`src/rtl/multiplicador.sv`:
```
// Sequential unsigned shift-and-add multiplier with a valid/done/ack handshake.
// One multiplier bit is consumed per clock; the product is published only on completion.
module multiplicador #(
  parameter int unsigned WIDTH = 32
) (
  input  logic                 clk,
  input  logic                 reset,
  input  logic [WIDTH-1:0]     a,
  input  logic [WIDTH-1:0]     b,
  input  logic                 valid_data,
  input  logic                 ack,
  output logic [2*WIDTH-1:0]   producto,
  output logic                 Done_Flag
);

  localparam int unsigned PW = 2 * WIDTH;
  localparam int unsigned CW = $clog2(WIDTH + 1);

  typedef enum logic [1:0] {
    IDLE = 2'd0,
    BUSY = 2'd1,
    DONE = 2'd2
  } state_t;

  state_t            state, state_d;
  logic [PW-1:0]     a_reg, a_d;
  logic [WIDTH-1:0]  b_reg, b_d;
  logic [PW-1:0]     acc, acc_d;
  logic [CW-1:0]     cnt, cnt_d;
  logic [PW-1:0]     prod_d;
  logic              done_d;
  logic [PW-1:0]     sum;

  // State and datapath registers with synchronous reset
  always_ff @(posedge clk) begin
    if (reset) begin
      state     <= IDLE;
      a_reg     <= '0;
      b_reg     <= '0;
      acc       <= '0;
      cnt       <= '0;
      producto  <= '0;
      Done_Flag <= 1'b0;
    end else begin
      state     <= state_d;
      a_reg     <= a_d;
      b_reg     <= b_d;
      acc       <= acc_d;
      cnt       <= cnt_d;
      producto  <= prod_d;
      Done_Flag <= done_d;
    end
  end

  // Next-state and next-datapath logic; the last step's add goes straight into producto
  always_comb begin
    state_d = state;
    a_d     = a_reg;
    b_d     = b_reg;
    acc_d   = acc;
    cnt_d   = cnt;
    prod_d  = producto;
    done_d  = Done_Flag;
    sum     = acc + (b_reg[0] ? a_reg : PW'(0));

    unique case (state)
      IDLE: begin
        done_d = 1'b0;
        if (valid_data) begin
          a_d     = PW'(a);
          b_d     = b;
          acc_d   = '0;
          cnt_d   = '0;
          state_d = BUSY;
        end
      end
      BUSY: begin
        acc_d = sum;
        a_d   = a_reg << 1;
        b_d   = b_reg >> 1;
        cnt_d = cnt + CW'(1);
        if (cnt == CW'(WIDTH - 1)) begin
          prod_d  = sum;
          done_d  = 1'b1;
          state_d = DONE;
        end
      end
      DONE: begin
        done_d = 1'b1;
        if (ack) begin
          done_d  = 1'b0;
          state_d = IDLE;
        end
      end
      default: begin
        state_d = IDLE;
        done_d  = 1'b0;
      end
    endcase
  end

endmodule

```
`config.mk`:
```
export PLATFORM = sky130hd
export DESIGN_NAME = multiplicador
export DESIGN_NICKNAME = d
export VERILOG_FILES = /design/src/rtl/multiplicador.sv
export SDC_FILE = /design/constraint.sdc
export NUM_CORES = 1
export LEC_CHECK = 0
export CORE_UTILIZATION = 58
export CTS_CLUSTER_SIZE = 40
export DETAILED_ROUTE_END_ITERATION = 8
export HOLD_SLACK_MARGIN = 0.15
export PLACE_DENSITY_LB_ADDON = 0.1
export SYNTH_ARGS = -nofsm -noshare
export SYNTH_HDL_FRONTEND = slang
export SYNTH_SLANG_ARGS = --single-unit
```
`constraint.sdc`:
```
create_clock -name clk -period 4 [get_ports clk]
set_input_delay 0.8 -clock clk [delete_from_list [all_inputs] [get_ports clk]]
set_output_delay 0.8 -clock clk [all_outputs]
set_load 0.03 [all_outputs]
```
==> results.cfg, run 1 <==
[status]
status = finished, final reports clean

[drt]
routed_via_density = 6.15
dr_total_vias = 13296
drt_iter0_drc = 888
drt-total-wl_mm = 38.5
drc_errors = 0
postRouteAntennaNets = 0
first_pass_iters = 5
routedWlPerCell_um = 17.8

[sta]
max_freq_mhz = 269
rsz0062_at_grt = false
finalHoldViolations = 0
setup_viol = 0
clock_skew_ns = 0.0134
slew_headroom_pct = 38.9
finalCritPeriodShare_pct = 93.1
timing.final.max_slew_violations = 0
tns_ns = 0
min_period_ns = 3.72
worstMarginPinSlew_ns = 0.917

[power_and_ir_drop]
p_seq_share_pct = 43.3
ir_drop_v = 0.000383
p_per_area_mw_per_mm2 = 377
leakagePower_nw = 6.12
p_clk_share_pct = 39.5
p_sw_share_pct = 29.7
p_sw_w = 0.00180
comb_power_share_pct = 17.2
internal_power_w = 0.00425

[clock_network]
clk_pin_slew_ns = 0.06
root_buffer = clkbuf_16
clk_latency_ns = 0.54
clock-sinks = 233
post_cts_buffers = 0
clk_path_buf_depth = 3
cts_made_buffers = 26
cts-htree-levels = 1
cts_resized = 0
cts_tree = yes
cts_hold_buf = 0

[global_route]
grt_max_degree = 112
gr-total-overflow = 0
grt_pass1_wl_mm = 62.6
antenna_found_initial = 0
grt_pass1_vias = 12376
track_usage_pct = 31.3

[placement]
port_buffers = 132
placedCellCount = 2119
dp_hpwl_mm = 26.7
routabilityCongestion = 0.975
placed_area_mm2 = 0.0152

[yosys]
ys.flop_type = dfxtp_1
async_flop_share_pct = 0
synth-edff-count = 0
yosysSeqAreaShare_pct = 33.9
syn_nets = 1922
synth_top_cell_by_area = dfxtp_1
avgSynthCellArea_um2 = 7.71
ys_types = 70
ys_top_cells_by_area = dfxtp_1 (34%), o21ai_0 (6.5%), ha_1 (6.1%)
synth_area_mm2 = 0.0138
postSynthCellCount = 1786
synth_top_area_share_pct = 33.9
yosysWarnings = 0
synth-seq-cells = 233

[final_layout]
stdcell_count = 2163
syn_to_final_growth_pct = 16.4
drive_above_1_share_pct = 5.53
fin_nets = 1964
diodes = 0
fill_cells = 2042
final_cell_area_mm2 = 0.0160

[flow_run]
cap_viol_max_count = 0

[floorplan]
row_count = 56
die_h_um = 156
boundaryPins = 133
start_util_pct = 58.8
core_area_mm2 = 0.0234
die_w_um = 156
dieArea_mm2 = 0.0244

[setup_path]
cp-start-kind = flop
critPathArrivalTime_ns = 4.20
crit_path_end_kind = flop
path_class = reg2reg
cp_data_required_time_ns = 4.48
cp_max_fo = 41

[worst_hold_path]
hold_class = reg2reg
==> through the flow <==
step	setup slack [ns]	power [W]	utilization, %	hold WS, ns
after floorplan	0.594	0.00336	-	0.432
after global placement	0.484	0.00366	64.9	0.440
after detailed placement	0.382	0.00368	64.9	0.447
after CTS	0.222	0.00606	68.5	0.455
after global routing	0.000396	0.00630	68.5	0.474
final	0.277	0.00604	68.5	0.450
==> logic make-up after synthesis <==
| group | after synthesis | synth area share, % |
|---|---|---|
| buffers and inverters | 173 | 4.83 |
| adder cells (fa/ha/maj) | 68 | 6.23 |
| XOR/XNOR | 59 | 3.75 |
| AO/OA/AOI/OAI | 590 | 27.4 |
| flip-flops | 233 | 33.9 |
| multiplexers | 5 | 0.400 |
| AND/OR/NAND/NOR | 658 | 23.5 |
==> layout make-up <==
cell class,instances,area [um^2],share of cell area (%)
Clock buffer,36,738,4.61
Timing Repair Buffer,160,1540,9.58
Inverter,27,101,0.632
Multi-Input combinational cell,1380,8490,52.9
Tap cell,319,399,2.49
Clock inverter,8,105,0.656
Sequential cell,233,4660,29.1
==> critical path, cell delays in order, from the launching register on <==
cell,delay [ns]
dfxtp_1,0.38
buf_12,0.21
nand2_1,0.12
fa_1,0.48
nor2b_4,0.15
o2111ai_2,0.16
a21oi_2,0.21
o211ai_1,0.16
a211oi_2,0.26
nor2_1,0.14
o41ai_1,0.55
o21ai_1,0.21
a2111oi_0,0.45
a311o_1,0.18
==> power by group through the flow <==
stage | sequential, W | combinational (W) | clock [W]
6_report | 0.00261 | 0.00104 | 0.00239
5_1_grt | 0.00264 | 0.00115 | 0.00251
4_1_cts | 0.00261 | 0.00103 | 0.00241
3_5_place_dp | 0.00266 | 0.00102 | 0
3_3_place_gp | 0.00266 | 0.00100 | 0
2_1_floorplan | 0.00261 | 0.000744 | 0
==> path summary, 6_finish.rpt <==
check	start	to	slack (ns)	cells after the start
setup / recovery	b_reg[0]$_SDFFE_PP0P_	producto[62]$_SDFFE_PP0P_	0.28	13
hold / removal	producto[26]$_SDFFE_PP0P_	producto[26]$_SDFFE_PP0P_	0.45	2
setup reg to reg	b_reg[0]$_SDFFE_PP0P_	producto[62]$_SDFFE_PP0P_	0.28	13
hold reg to reg	producto[26]$_SDFFE_PP0P_	producto[26]$_SDFFE_PP0P_	0.45	2
==> cell usage after synthesis, types with 40 or more instances <==
master	n
a22oi_1	65
and2_1	66
nand2_1	171
o21ai_0	178
a21oi_1	136
clkbuf_1	123
ha_1	67
dfxtp_1	233
nand3_1	40
nand3b_1	62
nand4_1	40
a211oi_1	66
nor2_1	196
==> cell usage in the layout (no fill, tap or decap), drive strengths merged, types with 12 or more instances in the layout <==
master / instances
a211oi: 69
a21o: 28
a21oi: 140
a22o: 15
a22oi: 65
and2: 66
and3: 13
buf: 30
clkbuf: 36
clkdlybuf4s50: 130
dfxtp: 233
ha: 67
inv: 28
nand2: 172
nand3: 40
nand3b: 62
nand4: 40
nor2: 196
nor3: 24
o21a: 12
o21ai: 184
o21bai: 14
xnor2: 34
xor2: 25
==> layer usage <==
| metal | wire (um) | up-vias | GRT usage, % |
|---|---|---|---|
| met4 | 1160 | 0 | 10.5 |
| met5 | 0 | - | 0 |
| li1 | - | 6493 | - |
| met3 | 2050 | 73 | 3.44 |
| met2 | 17900 | 403 | 53.0 |
| met1 | 17300 | 6327 | 41.5 |
(Power assumes the default switching activity.)
==> inputs of run 2 (changes only) <==
--- a/config.mk
+++ b/config.mk
@@ -6,6 +6,7 @@
 export NUM_CORES = 1
 export LEC_CHECK = 0
 export CORE_UTILIZATION = 58
+export CTS_CLUSTER_DIAMETER = 200
 export CTS_CLUSTER_SIZE = 40
 export DETAILED_ROUTE_END_ITERATION = 8
 export HOLD_SLACK_MARGIN = 0.15
==> run 2 against run 1 <==
Effect of this change:
- clock skew increased by 0.011 ns
- combinational power is essentially flat
- first-iteration DRC count decreased by 8.3%
- routed wire length fell by 2.2%
- die area unchanged
- hold slack improved by 0.012 ns
- worst setup slack gained 0.070 ns
- core utilization down 2.6 points
- final cell count is 1.6% lower
==> results.cfg, run 2 (same netlist as run 1, synthesis figures left out) <==
[status]
status = finished, final reports clean

[final_layout]
diodes = 0
final_common_cell = dfxtp_1
drive_above_1_share_pct = 4.03
final_cell_mix = dfxtp_1 (233), nor2_1 (193), o21ai_0 (178), nand2_1 (169), a21oi_1 (136)
register_area_mm2 = 0.00466
fill_cells = 2143
syn_to_final_growth_pct = 12.0
stdcell_count = 2129
fin_nets = 1947
multiInputGateArea_mm2 = 0.00849

[global_route]
track_usage_pct = 30.8
grt_pass1_vias = 12126
grt_max_degree = 112
gr-total-overflow = 0
grt_use_met3_pct = 2.58
gr-usage-met2_pct = 52.5
grt_pass1_wl_mm = 61.4
grt_use_met1_pct = 41.3
top_usage_layer = met2
antenna_found_initial = 0

[sta]
clock_skew_ns = 0.0249
slew_headroom_pct = 40.6
worst_slack_ns = 0.347
finalHoldViolations = 0
max_freq_mhz = 274
tns_ns = 0
setup_viol = 0
rsz0062_at_grt = false
worstMarginPinSlew_ns = 0.891
timing.final.max_slew_violations = 0
finalCritPeriodShare_pct = 91.3
min_period_ns = 3.65

[placement]
port_buffers = 132
place_ws_ns = 0.382
dp_hpwl_mm = 26.7
placedCellCount = 2119
routabilityCongestion = 0.975

[floorplan]
die_h_um = 156
dieArea_mm2 = 0.0244
boundaryPins = 133
core_area_mm2 = 0.0234
die_w_um = 156
start_util_pct = 58.8
row_count = 56

[clock_network]
cts_tree = yes
clk_pin_slew_ns = 0.15
clock-sinks = 233
cts_made_buffers = 9
post_cts_buffers = 0
cts-htree-levels = 1
root_buffer = clkbuf_16
clk_latency_ns = 0.50
clk_path_buf_depth = 3
cts_hold_buf = 0
cts_resized = 0

[setup_path]
crit_path_end_kind = flop
cp_max_fo = 41
critPathSlowestCell = nor4_1
critPathMaxStageDelay_ns = 0.56
critPathArrivalTime_ns = 4.10
cp_common_cell = nand3_1
cp_data_required_time_ns = 4.45
cp-start-kind = flop
path_class = reg2reg
crit_chain = buf_12 -> and2_1 -> ha_1 -> nand3_1 -> nor2_1 -> o2111ai_2 -> a21oi_1 -> a21oi_2 -> o31a_1 -> nor4_1 -> nor3_1 -> or4_1 -> nand3_1

[drt]
postRouteAntennaNets = 0
drt_iter0_drc = 814
drc_errors = 0
first_pass_iters = 7
drt-total-wl_mm = 37.6
dr_total_vias = 13123
routed_via_density = 6.16
routedWlPerCell_um = 17.7

[power_and_ir_drop]
power_w = 0.00480
p_per_area_mw_per_mm2 = 311
ir_drop_v = 0.000266
leakagePower_nw = 5.82

[worst_hold_path]
hold_class = reg2reg

[flow_run]
cap_viol_max_count = 0
## run 2: cell types whose count changed in the layout (fill, tap and decap cells not counted)
| cell | change |
|---|---|
| clkbuf_16 | -17 |
| clkbuf_1 | -5 |
| clkbuf_8 | -5 |
| clkinv_2 | -4 |
| bufinv_16 | -2 |
| clkinv_8 | -1 |
## run 2: routing by layer
metal / wire (um) / share of wire [%]
met2: 17700 / 47
met1: 17300 / 46
met4: 862 / 2.3
met5: 0 / 0
met3: 1800 / 4.8
## run 2: per-stage QoR
step           utilization (%)  instance area, um^2  hold WS [ns]
4_1_cts                   65.9                15400         0.466
3_3_place_gp              64.9                15200         0.440
3_5_place_dp              64.9                15200         0.447
5_1_grt                   65.9                15400         0.486
6_report                  65.9                15400         0.461
2_1_floorplan                -                13800         0.432
## run 2: worst paths after layout
path / from / end / slack, ns / depth (start not counted)
min: producto[26]$_SDFFE_PP0P_ / producto[26]$_SDFFE_PP0P_ / 0.46 / 2
max: b_reg[0]$_SDFFE_PP0P_ / producto[55]$_SDFFE_PP0P_ / 0.35 / 13
min reg2reg: producto[26]$_SDFFE_PP0P_ / producto[26]$_SDFFE_PP0P_ / 0.46 / 2
max reg2reg: b_reg[0]$_SDFFE_PP0P_ / producto[55]$_SDFFE_PP0P_ / 0.35 / 13
## run 2: critical path, delay by kind of cell, from the launching register on
kind | cells | cell delay [ns]
and+or+nand+nor | 7 | 1.72
DFF | 1 | 0.37
AOI/OAI and AO/OA | 4 | 0.99
buffers and inverters | 1 | 0.18
adders and majority gates | 1 | 0.37
## run 2: report_power, final
part	switching [W]	internal (W)	leakage (nW)	total [W]
clock network	0.000730	0.000417	0.115	0.00115
registers	0.000133	0.00248	1.89	0.00261
logic	0.000680	0.000356	3.81	0.00104
## run 2: layout make-up
type / instances / area share, %
Multi-Input combinational cell: 1380 / 55.0
Sequential cell: 233 / 30.2
Timing Repair Buffer: 160 / 9.96
Tap cell: 319 / 2.59
Clock buffer: 9 / 1.46
Inverter: 27 / 0.657
Clock inverter: 1 / 0.0568
==> inputs of run 3 (changes only) <==
--- a/config.mk
+++ b/config.mk
@@ -5,6 +5,7 @@
 export SDC_FILE = /design/constraint.sdc
 export NUM_CORES = 1
 export LEC_CHECK = 0
+export CORE_ASPECT_RATIO = 0.9
 export CORE_UTILIZATION = 58
 export CTS_CLUSTER_DIAMETER = 200
 export CTS_CLUSTER_SIZE = 40
==> run 3 against run 2 <==
Effect of this change:
- sequential power is essentially flat
- critical endpoint is now acc[50]$_SDFFE_PP0P_
- design area shrank 0.15%
- clock-buffer cell count is the same
- routed wire length grew 1.3%
- die area is essentially flat
- hold slack lost 0.0013 ns
- fmax shrank 3.7%
- core utilization grew 0.073 points
==> results.cfg, run 3 (same netlist as run 1, synthesis figures left out) <==
[final_layout]
diodes = 0
syn_to_final_growth_pct = 11.8
drive_above_1_share_pct = 3.93
register_area_mm2 = 0.00466
stdcell_count = 2107
final_cell_mix = dfxtp_1 (233), nor2_1 (193), o21ai_0 (178), nand2_1 (169), a21oi_1 (135)
fin_nets = 1942
fill_cells = 2061
final_common_cell = dfxtp_1
multiInputGateArea_mm2 = 0.00851
post-route-util_pct = 66.0

[floorplan]
die_w_um = 164
core_area_mm2 = 0.0233
start_util_pct = 59.0
die_h_um = 148
boundaryPins = 133
row_count = 53
dieArea_mm2 = 0.0244

[drt]
top_layer = met4
first_pass_iters = 5
drt_iter0_drc = 993
drc_errors = 0
drt-total-wl_mm = 38.1
routed_via_density = 6.23
postRouteAntennaNets = 0
dr_total_vias = 13136
wl_met2_mm = 15.8
met1_length_mm = 18.6
wl_met3_mm = 3.01
routedWlPerCell_um = 18.1

[setup_path]
cp_max_fo = 53
r2r_start = b_reg[0]$_SDFFE_PP0P_
path_class = reg2reg
cp_data_required_time_ns = 4.40
cp-start-kind = flop
reg2reg_depth = 13
r2r-end = acc[50]$_SDFFE_PP0P_
crit_path_end_kind = flop
critPathArrivalTime_ns = 4.19
worst-r2r-setup-slack_ns = 0.21

[clock_network]
root_buffer = clkbuf_16
cts_made_buffers = 9
cts-htree-levels = 1
clk_latency_ns = 0.50
clock-sinks = 233
clk_pin_slew_ns = 0.14
clk_path_buf_depth = 3
cts_tree = yes

[sta]
clock_skew_ns = 0.0273
timing.final.max_slew_violations = 0
worst_slack_ns = 0.207
rsz0062_at_grt = true
max_freq_mhz = 264
slew_headroom_pct = 33.3
min_period_ns = 3.79
finalHoldViolations = 0
setup_viol = 0
finalCritPeriodShare_pct = 94.8
worstMarginPinSlew_ns = 0.997

[worst_hold_path]
hold_class = reg2reg
min_to = producto[43]$_SDFFE_PP0P_
min_path_cells = 2
holdCritStartpoint = producto[43]$_SDFFE_PP0P_

[global_route]
grt_pass1_vias = 11807
gr-total-overflow = 0
antenna_found_initial = 0
grt_max_degree = 69
track_usage_pct = 31.0
grt_pass1_wl_mm = 61.3

[power_and_ir_drop]
ir_drop_v = 0.000391
leakagePower_nw = 5.84
p_per_area_mw_per_mm2 = 312

[placement]
place_ws_ns = -0.0495
routabilityCongestion = 0.946
port_buffers = 132
dp_hpwl_mm = 27.3
placedCellCount = 2097

[flow_run]
cap_viol_max_count = 0

[status]
status = finished, final reports clean
==> run 3: changes by cell type in the layout (fill, tap and decap cells not counted) <==
cell / delta
a21oi_1: -1
a21oi_2: +1
buf_12: +1
buf_4: -6
nor2_2: +1
nor2_4: -1
nor4_1: -1
nor4_2: +1
o41ai_1: -1
o41ai_4: +1
==> run 3: what timing repair did <==
item,in CTS,in global routing
cloned,0,0
endpoints found under the setup margin,1,2
hold buffers,0,0
setup buffers,0,0
gates resized for setup,1,3
==> run 3: how the worst max path moves through the flow <==
stage	from	to	depth (start not counted)	slack [ns]
after floorplan	b_reg[0]$_SDFFE_PP0P_	producto[60]$_SDFFE_PP0P_	15	0.59
after global placement	b_reg[0]$_SDFFE_PP0P_	producto[62]$_SDFFE_PP0P_	13	0.16
after detailed placement	b_reg[0]$_SDFFE_PP0P_	producto[62]$_SDFFE_PP0P_	13	-0.05
after CTS	b_reg[0]$_SDFFE_PP0P_	producto[62]$_SDFFE_PP0P_	13	0.19
after global routing	b_reg[0]$_SDFFE_PP0P_	acc[50]$_SDFFE_PP0P_	13	0.005
final	b_reg[0]$_SDFFE_PP0P_	acc[50]$_SDFFE_PP0P_	13	0.21
==> run 3: where the power goes <==
| part | internal, W | leakage, nW | switching, W |
|---|---|---|---|
| sequential | 0.00248 | 1.89 | 0.000150 |
| combinational | 0.000363 | 3.83 | 0.000675 |
| clock | 0.000417 | 0.115 | 0.000725 |
==> run 3: layout make-up <==
class	count	area share [%]
Clock buffer	9	1.46
Sequential cell	233	30.3
Timing Repair Buffer	155	9.82
Multi-Input combinational cell	1380	55.3
Clock inverter	1	0.0569
Tap cell	302	2.45
Inverter	27	0.658
==> run 3: per-stage QoR <==
step / setup TNS [ns] / cell area (um^2) / total power, W / hold slack (ns)
2_1_floorplan: 0 / 13800 / 0.00336 / 0.432
3_3_place_gp: 0 / 15100 / 0.00368 / 0.441
3_5_place_dp: -0.0495 / 15100 / 0.00370 / 0.446
4_1_cts: 0 / 15400 / 0.00482 / 0.465
5_1_grt: 0 / 15400 / 0.00504 / 0.477
6_report: 0 / 15400 / 0.00481 / 0.460
==> run 3: routing by layer <==
| metal | global-route usage, % | vias up |
|---|---|---|
| met5 | 0 | - |
| met4 | 7.20 | 0 |
| met3 | 5.66 | 46 |
| met2 | 44.7 | 477 |
| met1 | 47.2 | 6171 |
| li1 | - | 6442 |
==> run 3: worst max-delay path: stages, from the launching register on <==
cell	delay [ns]
dfxtp_1	0.42
buf_12	0.25
and2_1	0.16
ha_1	0.28
a21o_1	0.21
a21oi_2	0.23
a21oi_2	0.10
o211ai_1	0.41
a211oi_2	0.14
nor2_1	0.35
o41a_1	0.40
a21boi_1	0.17
or3_1	0.33
a32o_1	0.26
